[config.mk]
export PLATFORM = sky130hd
export DESIGN_NAME = kanagawa_dot_accum_sequencer
export DESIGN_NICKNAME = d
export VERILOG_FILES = /design/src/rtl/kanagawa_dot_seq_pkg.sv /design/src/rtl/kanagawa_dot_seq_result_fifo.sv /design/src/rtl/kanagawa_dot_accum_sequencer.sv
export SDC_FILE = /design/constraint.sdc
export NUM_CORES = 1
export LEC_CHECK = 0
export ABC_AREA = 1
export CAP_MARGIN = 15
export CORE_ASPECT_RATIO = 2
export CORE_MARGIN = 2
export CORE_UTILIZATION = 45
export DETAILED_ROUTE_END_ITERATION = 10
export GPL_ROUTABILITY_DRIVEN = 1
export PLACE_DENSITY = 0.79
export SETUP_SLACK_MARGIN = 0.02
export SLEW_MARGIN = 20
export SYNTH_ARGS = -nofsm -noshare
export SYNTH_HDL_FRONTEND = slang
export SYNTH_SLANG_ARGS = --single-unit
[constraint.sdc]
create_clock -name clk -period 6.8 [get_ports clk]
set_input_delay 2.04 -clock clk [delete_from_list [all_inputs] [get_ports clk]]
set_output_delay 2.04 -clock clk [all_outputs]
set_load 0.005 [all_outputs]
[src/rtl/kanagawa_dot_seq_pkg.sv]
// Shared types for the dot-product sequencer: tag pipeline entries and result FIFO words.
// Count fields are sized for the widest supported CNT_W (32); narrower counters zero-extend.
package kanagawa_dot_seq_pkg;

   localparam int FP32_W        = 32;
   localparam int DOT_CNT_MAX_W = 32;

   typedef struct packed {
      logic                     valid;
      logic                     last;
      logic [DOT_CNT_MAX_W-1:0] count;
   } dot_tag_t;

   typedef struct packed {
      logic [FP32_W-1:0]        result;
      logic [DOT_CNT_MAX_W-1:0] count;
   } dot_result_t;

endpackage

[src/rtl/kanagawa_dot_seq_result_fifo.sv]
// Registered first-word-fall-through FIFO for finished dot products.
// The head entry is read straight from storage, so it holds steady while stalled.
module kanagawa_dot_seq_result_fifo
   import kanagawa_dot_seq_pkg::*;
#(
   parameter int DEPTH = 2
) (
   input  logic        clk,
   input  logic        rst,
   input  logic        in_valid,
   output logic        in_ready,
   input  dot_result_t in_data,
   output logic        out_valid,
   input  logic        out_ready,
   output dot_result_t out_data
);

   localparam int AW = (DEPTH > 1) ? $clog2(DEPTH) : 1;
   localparam int CW = $clog2(DEPTH + 1);

   dot_result_t   mem_q [DEPTH];
   logic [AW-1:0] wr_q, rd_q;
   logic [CW-1:0] cnt_q;
   logic          wr, rd;

   function automatic logic [AW-1:0] bump(input logic [AW-1:0] p);
      return (p == AW'(DEPTH - 1)) ? '0 : p + AW'(1);
   endfunction

   assign in_ready  = (cnt_q < CW'(DEPTH));
   assign out_valid = (cnt_q != '0);
   assign wr        = in_valid && in_ready;
   assign rd        = out_valid && out_ready;
   assign out_data  = mem_q[rd_q];

   always_ff @(posedge clk or posedge rst) begin
      if (rst) begin
         for (int i = 0; i < DEPTH; i++) mem_q[i] <= '0;
         wr_q  <= '0;
         rd_q  <= '0;
         cnt_q <= '0;
      end else begin
         if (wr) begin
            mem_q[wr_q] <= in_data;
            wr_q        <= bump(wr_q);
         end
         if (rd) rd_q <= bump(rd_q);
         if (wr && !rd)      cnt_q <= cnt_q + CW'(1);
         else if (!wr && rd) cnt_q <= cnt_q - CW'(1);
      end
   end

endmodule

[src/rtl/kanagawa_dot_accum_sequencer.sv]
// Streams fp32 operand pairs into an unstallable fmac32 and collects one dot product per vector.
// Build option: KANAGAWA_DOT_SEQ_COUNT_EN enables per-vector element counting (CNT_W <= 32).
module kanagawa_dot_accum_sequencer
   import kanagawa_dot_seq_pkg::*;
#(
   parameter int LATENCY   = 4,
   parameter int OUT_DEPTH = 2,
   parameter int CNT_W     = 16
) (
   input  logic             clk,
   input  logic             rst,
   input  logic             in_valid,
   output logic             in_ready,
   input  logic [31:0]      in_x,
   input  logic [31:0]      in_y,
   input  logic             in_last,
   output logic [31:0]      mac_x_out,
   output logic [31:0]      mac_y_out,
   output logic             mac_accumulate_out,
   output logic             mac_valid_out,
   input  logic [31:0]      mac_result_in,
   output logic             out_valid,
   input  logic             out_ready,
   output logic [31:0]      out_result,
   output logic [CNT_W-1:0] out_count
);

   localparam int OW = $clog2(OUT_DEPTH + 1);

   logic                     accept, last_acc, pop;
   logic                     first_q;
   logic [OW-1:0]            outst_q, outst_d;
   dot_tag_t                 tag_q [LATENCY+1];
   logic [DOT_CNT_MAX_W-1:0] cnt_tag;
   dot_result_t              fifo_wdata, fifo_rdata;
   logic                     fifo_wr, fifo_ready_unused, cnt_unused;

   // Credits cover every result the MAC will ever deliver, so the FIFO cannot overflow.
   assign in_ready = !rst && (outst_q < OW'(OUT_DEPTH));
   assign accept   = in_valid && in_ready;
   assign last_acc = accept && in_last;
   assign pop      = out_valid && out_ready;

   always_comb begin
      outst_d = outst_q;
      if (last_acc && !pop)      outst_d = outst_q + OW'(1);
      else if (!last_acc && pop) outst_d = outst_q - OW'(1);
   end

`ifdef KANAGAWA_DOT_SEQ_COUNT_EN
   logic [CNT_W-1:0] elem_q, elem_inc;

   assign elem_inc  = (elem_q == {CNT_W{1'b1}}) ? elem_q : elem_q + CNT_W'(1);
   assign cnt_tag   = DOT_CNT_MAX_W'(elem_inc);
   assign out_count = fifo_rdata.count[CNT_W-1:0];

   always_ff @(posedge clk or posedge rst) begin
      if (rst)         elem_q <= '0;
      else if (accept) elem_q <= in_last ? '0 : elem_inc;
   end
`else
   assign cnt_tag   = '0;
   assign out_count = '0;
`endif
   assign cnt_unused = ^fifo_rdata.count;

   always_ff @(posedge clk or posedge rst) begin
      if (rst) begin
         first_q            <= 1'b1;
         outst_q            <= '0;
         mac_x_out          <= '0;
         mac_y_out          <= '0;
         mac_accumulate_out <= 1'b0;
         mac_valid_out      <= 1'b0;
      end else begin
         outst_q       <= outst_d;
         mac_valid_out <= accept;
         if (accept) begin
            first_q            <= in_last;
            mac_x_out          <= in_x;
            mac_y_out          <= in_y;
            mac_accumulate_out <= !first_q;
         end
      end
   end

   // Tag stage k lines up with the MAC op issued k cycles ago; stage LATENCY meets its result.
   always_ff @(posedge clk or posedge rst) begin
      if (rst) begin
         for (int k = 0; k <= LATENCY; k++) tag_q[k] <= '0;
      end else begin
         tag_q[0].valid <= accept;
         tag_q[0].last  <= in_last;
         tag_q[0].count <= cnt_tag;
         for (int k = 1; k <= LATENCY; k++) tag_q[k] <= tag_q[k-1];
      end
   end

   assign fifo_wr           = tag_q[LATENCY].valid && tag_q[LATENCY].last;
   assign fifo_wdata.result = mac_result_in;
   assign fifo_wdata.count  = tag_q[LATENCY].count;

   kanagawa_dot_seq_result_fifo #(.DEPTH(OUT_DEPTH)) u_fifo (
      .clk       (clk),
      .rst       (rst),
      .in_valid  (fifo_wr),
      .in_ready  (fifo_ready_unused),
      .in_data   (fifo_wdata),
      .out_valid (out_valid),
      .out_ready (out_ready),
      .out_data  (fifo_rdata)
   );

   assign out_result = fifo_rdata.result;

endmodule

==> out/summary.txt, run 1 <==
Routed length per instance - 13.9 um
Diodes inserted - 0
Layout cell share with drive strength beyond 1 - 4.95%
F_max - 189 MHz
Post-Synth Simple-Gate Area - 32.6%
Worst slew pin tran - 1030 ps
Number of enable flip-flop cells after synthesis - 0
Slew Viols, Final - 0
Remaining Overflow, GRT - 0
Post-Layout Cell Count - 1,084
Critical path class - input pin to primary output
Clock power share - 22.5%
Fraction of synthesized area in multiplexers - 0%
CTS tree - yes
Static leakage - 0.00437 uW
Final Hold Fails - 0
Slew HR - 30.8%
Vias in the first global route - 5,086
Placed Cells - 1,053
Comb pwr share - 39.6%
Max rail drop VDD - 0.000217 V
Mapped Avg Cell Area - 8.43 um2
Crit path DAT - 3240 ps
First-pass GRT wire length - 24,400 um
Internal power - 2650 uW
DIE WIDTH - 86.7 um
Critical Path Sink Type - primary output
Adder-Cell Fraction of Synth Area - 0.406%
Largest net degree at the start of global routing - 71
Synth area leaders - dfrtp_1 59%, nand2_1 26%, nand3_1 5.4%
Post-synthesis register bit count - 146
DRT iter0 DRCs - 266
# rows - 60
DP HPWL - 10,000 um
DRC errors left - 0
CTS Hold Bufs - 0
Port bufs - 200
Synth Area in Compound Gates - 0.244%
Post-synth top area share - 58.9%
Yosys warnings - 0
Total negative slack - 0 ps
Root Buffer - clkbuf_16
Clk_lat worst skew - 420 ps
Max cap viols - 0
# fillers - 1,104
Sw Share - 32.8%
Post-route ant nets - 0
Inserted Clock Buffers - 17
Worst Path Required - 4760 ps
Wirelength, routed - 15,100 um
Initial Util - 45.8%
Clk slew on worst S/H paths - 60 ps
NumNets Final - 1,020
CTS H-tree lvls - 4
Crit path buf inv count - 2
Area growth from synthesis to layout - 40.7%
Main flop type after synthesis - dfrtp_1
Worst-path maximum fanout - 2
Sequential group share of total power - 37.9%
Avg Vias per Cell - 4.82
DIE AREA - 14,700 um2
Met3 WL post-DR - 1000 um
Final period util - 77.6%
Main combinational cell family by area after synthesis - simple AND/OR/NAND/NOR gates
Post CTS Setup Buffer Count - 0
Gpl congestion - 0.747
Via Count - 5,221
Yosys cell types - 19
Routed metal-1 wirelength - 5740 um
Most common cell in the netlist - nand2_1
Slowest CP cell - clkdlybuf4s50_1
Sequential fraction of the synthesis area - 59.3%
Startpoint types - input pin
GRT Util Overall - 21.0%
First drt pass iteration count - 5
Met2 wire len - 8110 um
Ys async rst share - 100%
Worst path max stage delay - 520 ps
Largest area contributor in the netlist - dfrtp_1
Worst-path cell chain - clkdlybuf4s50_1, nor2_4, clkdlybuf4s50_1
Status - finished clean
RSZ-0062 raised after global routing - no
Tmin final - 5280 ps
HP Class - register to register
Die height - 169 um
Max layer used - met4
Synthesized cell area - 6160 um2
Post-CTS sizing - 0
Clk sinks - 146
XOR/XNOR Fraction of Synth Area - 0.284%
Switching power - 1290 uW
Ports - 217
Pwr Total - 3940 uW
Max Root-Sink Buffers - 2
Initial antenna violation count - 0
Core Area - 13,400 um2
Pwr Density - 454 nW/um2
Post-synth top cells - 433 x nand2_1, 145 x dfrtp_1, 67 x nand3_1, 19 x buf_4, 17 x buf_2
Delay-heaviest family, CP - buffers and inverters
Clk_skew - 12.9 ps
Cells after synthesis - 731
Most used cell, CP - clkdlybuf4s50_1
Setup violators final - 0
==> worst register-to-register path, delay by kind of cell, from the launching register on <==
kind	cells	cell delay (ps)
buffers and inverters	3	1000
DFF	1	420
and+or+nand+nor	4	510
==> final cells by class <==
class	instances	area (um2)	area share [%]
Clock inverter	12	123	1.41
Timing Repair Buffer	209	2070	23.9
Multi-Input combinational cell	530	2130	24.6
Clock buffer	19	443	5.11
Tap cell	155	194	2.24
Inverter	13	53.8	0.621
Sequential cell	146	3650	42.2
==> kinds of logic (layout without fill, tap and decap cells) <==
logic type	count (synthesis)	after routing
AND/OR/NAND/NOR	507	507
flip-flops	146	146
buffers and inverters	70	253
AO/OA/AOI/OAI	3	3
adder cells (fa/ha/maj)	2	2
XOR/XNOR	2	2
other	1	16
==> state kept, by name (all words and copies together), names as in the netlist <==
name	cells
u_fifo.cnt_q	2
first_q	1
outst_q	2
mac_y_out	32
mac_x_out	32
tag_q	10
u_fifo.mem_q	64
u_fifo.wr_q	1
u_fifo.rd_q	1
mac_accumulate_out	1
==> cells in the final DEF, fill, tap and decap left out, types with 3 or more instances in the layout <==
cell type	netlist	layout
dfrtp_1	145	145
inv_1	12	10
clkinv_4	0	4
conb_1	1	16
clkbuf_16	0	17
o21ai_0	3	3
inv_6	0	5
nand2_1	433	433
clkinvlp_4	0	3
clkdlybuf4s50_1	0	200
buf_4	19	9
nand3_1	67	67
==> worst paths after layout <==
path	start	endpoint	slack [ps]	cells past startpoint
max in group asynchronous	rst	mac_y_out[10]$_DFFE_PP0P_	3680	3
max reg2reg	outst_q[1]$_DFFE_PP0P_	mac_x_out[27]$_DFFE_PP0P_	4810	7
min in group asynchronous	rst	mac_x_out[4]$_DFFE_PP0P_	2120	2
min	tag_q[135]$_DFF_PP0_	tag_q[101]$_DFF_PP0_	350	0
max	rst	in_ready	1520	3
min reg2reg	tag_q[135]$_DFF_PP0_	tag_q[101]$_DFF_PP0_	350	0
==> layer usage <==
metal | GRT usage (%) | vias up
met2 | 36.4 | 206
met1 | 24.5 | 2423
li1 | - | 2572
met3 | 5.69 | 20
met5 | 0 | -
met4 | 7.95 | 0
==> power by group through the flow <==
stage	Sequential [uW]	Combinational (uW)	Clock, uW
final	1490	1560	887
after global routing	1540	1740	940
after CTS	1490	1590	907
after detailed placement	1500	1580	0
after global placement	1480	1560	0
after floorplan	1480	693	0
==> metrics by stage <==
stage | hold WS, ps | cell area [um2] | setup slack (ps) | utilization [%]
3_5_place_dp | 337 | 8100 | 1510 | 60.3
4_1_cts | 352 | 8670 | 1510 | 64.5
2_1_floorplan | 331 | 6220 | 839 | -
5_1_grt | 361 | 8670 | 1480 | 64.5
3_3_place_gp | 333 | 8100 | 1530 | 60.3
6_report | 350 | 8670 | 1520 | 64.5
No activity file was read; power rests on OpenSTA's default activity.
==> run 2, diff against run 1 <==
--- a/config.mk
+++ b/config.mk
@@ -9,10 +9,10 @@
 export CAP_MARGIN = 15
 export CORE_ASPECT_RATIO = 2
 export CORE_MARGIN = 2
-export CORE_UTILIZATION = 45
+export CORE_UTILIZATION = 41
 export DETAILED_ROUTE_END_ITERATION = 10
 export GPL_ROUTABILITY_DRIVEN = 1
-export PLACE_DENSITY = 0.79
+export PLACE_DENSITY = 0.76
 export SETUP_SLACK_MARGIN = 0.02
 export SLEW_MARGIN = 20
 export SYNTH_ARGS = -nofsm -noshare
==> constraint.sdc (replaced) <==
create_clock -name clk -period 4.5 [get_ports clk]
set_input_delay 1.35 -clock clk [delete_from_list [all_inputs] [get_ports clk]]
set_output_delay 1.35 -clock clk [all_outputs]
set_load 0.005 [all_outputs]
==> run 2 against run 1 <==
Setup slack got worse by 870 ps. Register-to-register slack got worse by 2400 ps. Non-clock buffer count rose by 1. Combinational power rose by 52%. Final cell count rose by 3.7%. Hold slack got worse by 5.0 ps. Global-route usage fell by 0.80 points. Clock skew fell by 4.7 ps. Largest cell class unchanged. Highest routed layer unchanged.
==> out/summary.txt, run 2 (synthesis results as in run 1) <==
Post CTS Setup Buffer Count - 0 (unchanged)
DRC errors left - 0 (unchanged)
Biggest regs - u_fifo.mem_q: 64 flops, mac_x_out: 32 flops, mac_y_out: 32 flops
CTS H-tree lvls - 4 (unchanged)
Sw Share - 32.0% (-0.81 points)
Max cap viols - 0 (unchanged)
NumNets Final - 1,021 (+0.098%)
DRT iter0 DRCs - 273 (+2.6%)
Initial Util - 41.8% (-4.1 points)
Startpoint types - input pin
Post-route ant nets - 0 (unchanged)
# fillers - 1,327 (+20%)
Initial antenna violation count - 0 (unchanged)
Clk_lat worst skew - 420 ps (about the same)
Fin util - 59.5% (-5.0 points)
Worst-path maximum fanout - 2 (unchanged)
Most used cell, CP - clkdlybuf4s50_1
CTS tree - yes
Largest net degree at the start of global routing - 147 (+110%)
Slew HR - 44.2% (+13 points)
Worst hold path cell count - 0 (unchanged)
Most frequent cells in the layout - 433 x nand2_1, 200 x clkdlybuf4s50_1, 145 x dfrtp_1, 67 x nand3_1, 17 x clkbuf_16
Reg2Reg Launch Point - u_fifo.cnt_q[1]$_DFFE_PP0P_
Static leakage - 0.00440 uW (+0.61%)
RSZ-0062 raised after global routing - no
Commonest non-fill, non-tap cell in the layout - nand2_1
Worst slew pin tran - 837 ps (-194 ps)
Worst-path cell chain - clkdlybuf4s50_1, nor2_4, clkdlybuf4s50_1
Slowest CP cell - clkdlybuf4s50_1
Final period util - 85.6%
Hold Path Sink - tag_q[33]$_DFF_PP0_
DP HPWL - 10,200 um (+1.8%)
Die height - 177 um (+4.7%)
DIE WIDTH - 90.7 um (+4.5%)
Crit path DAT - 2500 ps (-740 ps)
Hold path start - tag_q[67]$_DFF_PP0_
Root Buffer - clkbuf_16
Routed length per instance - 13.8 um (-1.1%)
Pwr Density - 691 nW/um2 (+52%)
Max rail drop VDD - 0.000388 V (+79%)
Final Hold Fails - 0 (unchanged)
Gpl congestion - 0.743 (-0.58%)
F_max - 260 MHz
Status - finished clean
Port bufs - 200 (unchanged)
Clk_skew - 8.18 ps (-4.71 ps)
Worst path max stage delay - 510 ps (about the same)
Vias in the first global route - 5,281 (+3.8%)
Dpl cell area - 8170 um2 (+0.85%)
Clock power share - 23.5% (+1.0 points)
Remaining Overflow, GRT - 0 (unchanged)
Final Instance Area - 8760 um2 (+1.1%)
Ports - 217 (unchanged)
Area growth from synthesis to layout - 42.2%
Hold WS - 345 ps (-5.04 ps)
Worst Path Required - 3150 ps (-1610 ps)
FF-to-FF setup slack - 2410 ps (-2400 ps)
Diodes inserted - 0 (unchanged)
Total negative slack - 0 ps (unchanged)
FF-to-FF End - u_fifo.mem_q[121]$_DFFE_PP0P_
Comb pwr share - 39.2% (-0.4 points)
Wirelength, routed - 15,500 um (+2.6%)
Slew Viols, Final - 0 (unchanged)
Post-CTS sizing - 0 (unchanged)
Sequential group share of total power - 37.3% (-0.6 points)
CTS Hold Bufs - 0 (unchanged)
Max reg flops - 64 (unchanged)
Avg Vias per Cell - 4.64 (-3.8%)
# rows - 63 (+5.0%)
Critical path class - input pin to primary output
Setup violators final - 0 (unchanged)
Max Root-Sink Buffers - 2 (unchanged)
Clk slew on worst S/H paths - 50 ps (about the same)
First-pass GRT wire length - 25,800 um (+5.7%)
GRT Util Overall - 20.2% (-0.80 points)
Internal power - 4120 uW (+56%)
Clk sinks - 146 (unchanged)
Via Count - 5,210 (-0.21%)
First drt pass iteration count - 4 (-1)
Tmin final - 3850 ps
Layout cell share with drive strength beyond 1 - 4.84% (-0.11 points)
HP Class - register to register
R2R depth - 5 (-2)
DIE AREA - 16,100 um2 (+9.4%)
Inserted Clock Buffers - 17 (unchanged)
Critical Path Sink Type - primary output
Core Area - 14,700 um2 (+9.7%)
Switching power - 1940 uW (+50%)
Top reg by flops - u_fifo.mem_q
-- run 2: changes by cell type in the layout (fill, tap and decap cells not counted) --
cell	previous run	this run
clkinv_2	0	2
clkbuf_8	1	2
clkbuf_1	1	2
buf_12	0	1
clkinv_1	1	0
inv_1	10	11
inv_6	5	0
bufinv_16	1	3
clkinv_4	4	2
-- run 2: worst max-delay path, delay by kind of cell --
| kind | cells | cell delay [ps] |
|---|---|---|
| buffers and inverters | 2 | 1010 |
| and+or+nand+nor | 1 | 150 |
-- run 2: metal layers --
metal	track usage, %	wire (um)
met5	0	0
met4	9.87	483
met3	5.14	899
met2	36.0	8290
met1	22.4	5800
-- run 2: stage by stage --
| stage | setup slack, ps | power [uW] | std cells |
|---|---|---|---|
| 3_3_place_gp | 658 | 4620 | 1094 |
| 2_1_floorplan | 1320 | 3280 | 746 |
| 6_report | 647 | 6060 | 1124 |
| 4_1_cts | 639 | 6130 | 1124 |
| 5_1_grt | 596 | 6520 | 1124 |
| 3_5_place_dp | 643 | 4670 | 1094 |
-- run 2: how the worst max path moves through the flow --
stage / from / endpoint / slack (ps) / cells past startpoint
final: rst / in_ready / 650 / 3
after global routing: rst / in_ready / 600 / 3
after detailed placement: rst / in_ready / 640 / 3
after CTS: rst / in_ready / 640 / 3
after global placement: rst / in_ready / 660 / 3
after floorplan: rst / mac_accumulate_out$_DFFE_PP0P_ / 1320 / 1
-- run 2: final cells by class --
class                      count  area (um2)  area share, %
tap                          195         244           2.78
multi-input combinational    530        2130           24.3
clock buffer                  21         460           5.25
inverter                      13        52.6          0.600
timing repair buffer         210        2090           23.8
clock inverter                 9         133           1.51
sequential                   146        3650           41.7
-- run 2: power groups by stage --
| stage | Combinational, uW | Clock, uW | Sequential (uW) |
|---|---|---|---|
| after floorplan | 1050 | 0 | 2240 |
| after global placement | 2370 | 0 | 2250 |
| after detailed placement | 2410 | 0 | 2270 |
| after CTS | 2410 | 1450 | 2260 |
| after global routing | 2670 | 1500 | 2340 |
| final | 2370 | 1420 | 2260 |
==> run 3, diff against run 2 <==
--- a/config.mk
+++ b/config.mk
@@ -18,3 +18,4 @@
 export SYNTH_ARGS = -nofsm -noshare
 export SYNTH_HDL_FRONTEND = slang
 export SYNTH_SLANG_ARGS = --single-unit
+export TNS_END_PERCENT = 1
==> results of run 3 <==
Same layout as run 2: the final DEF is identical, and so are final timing and power.
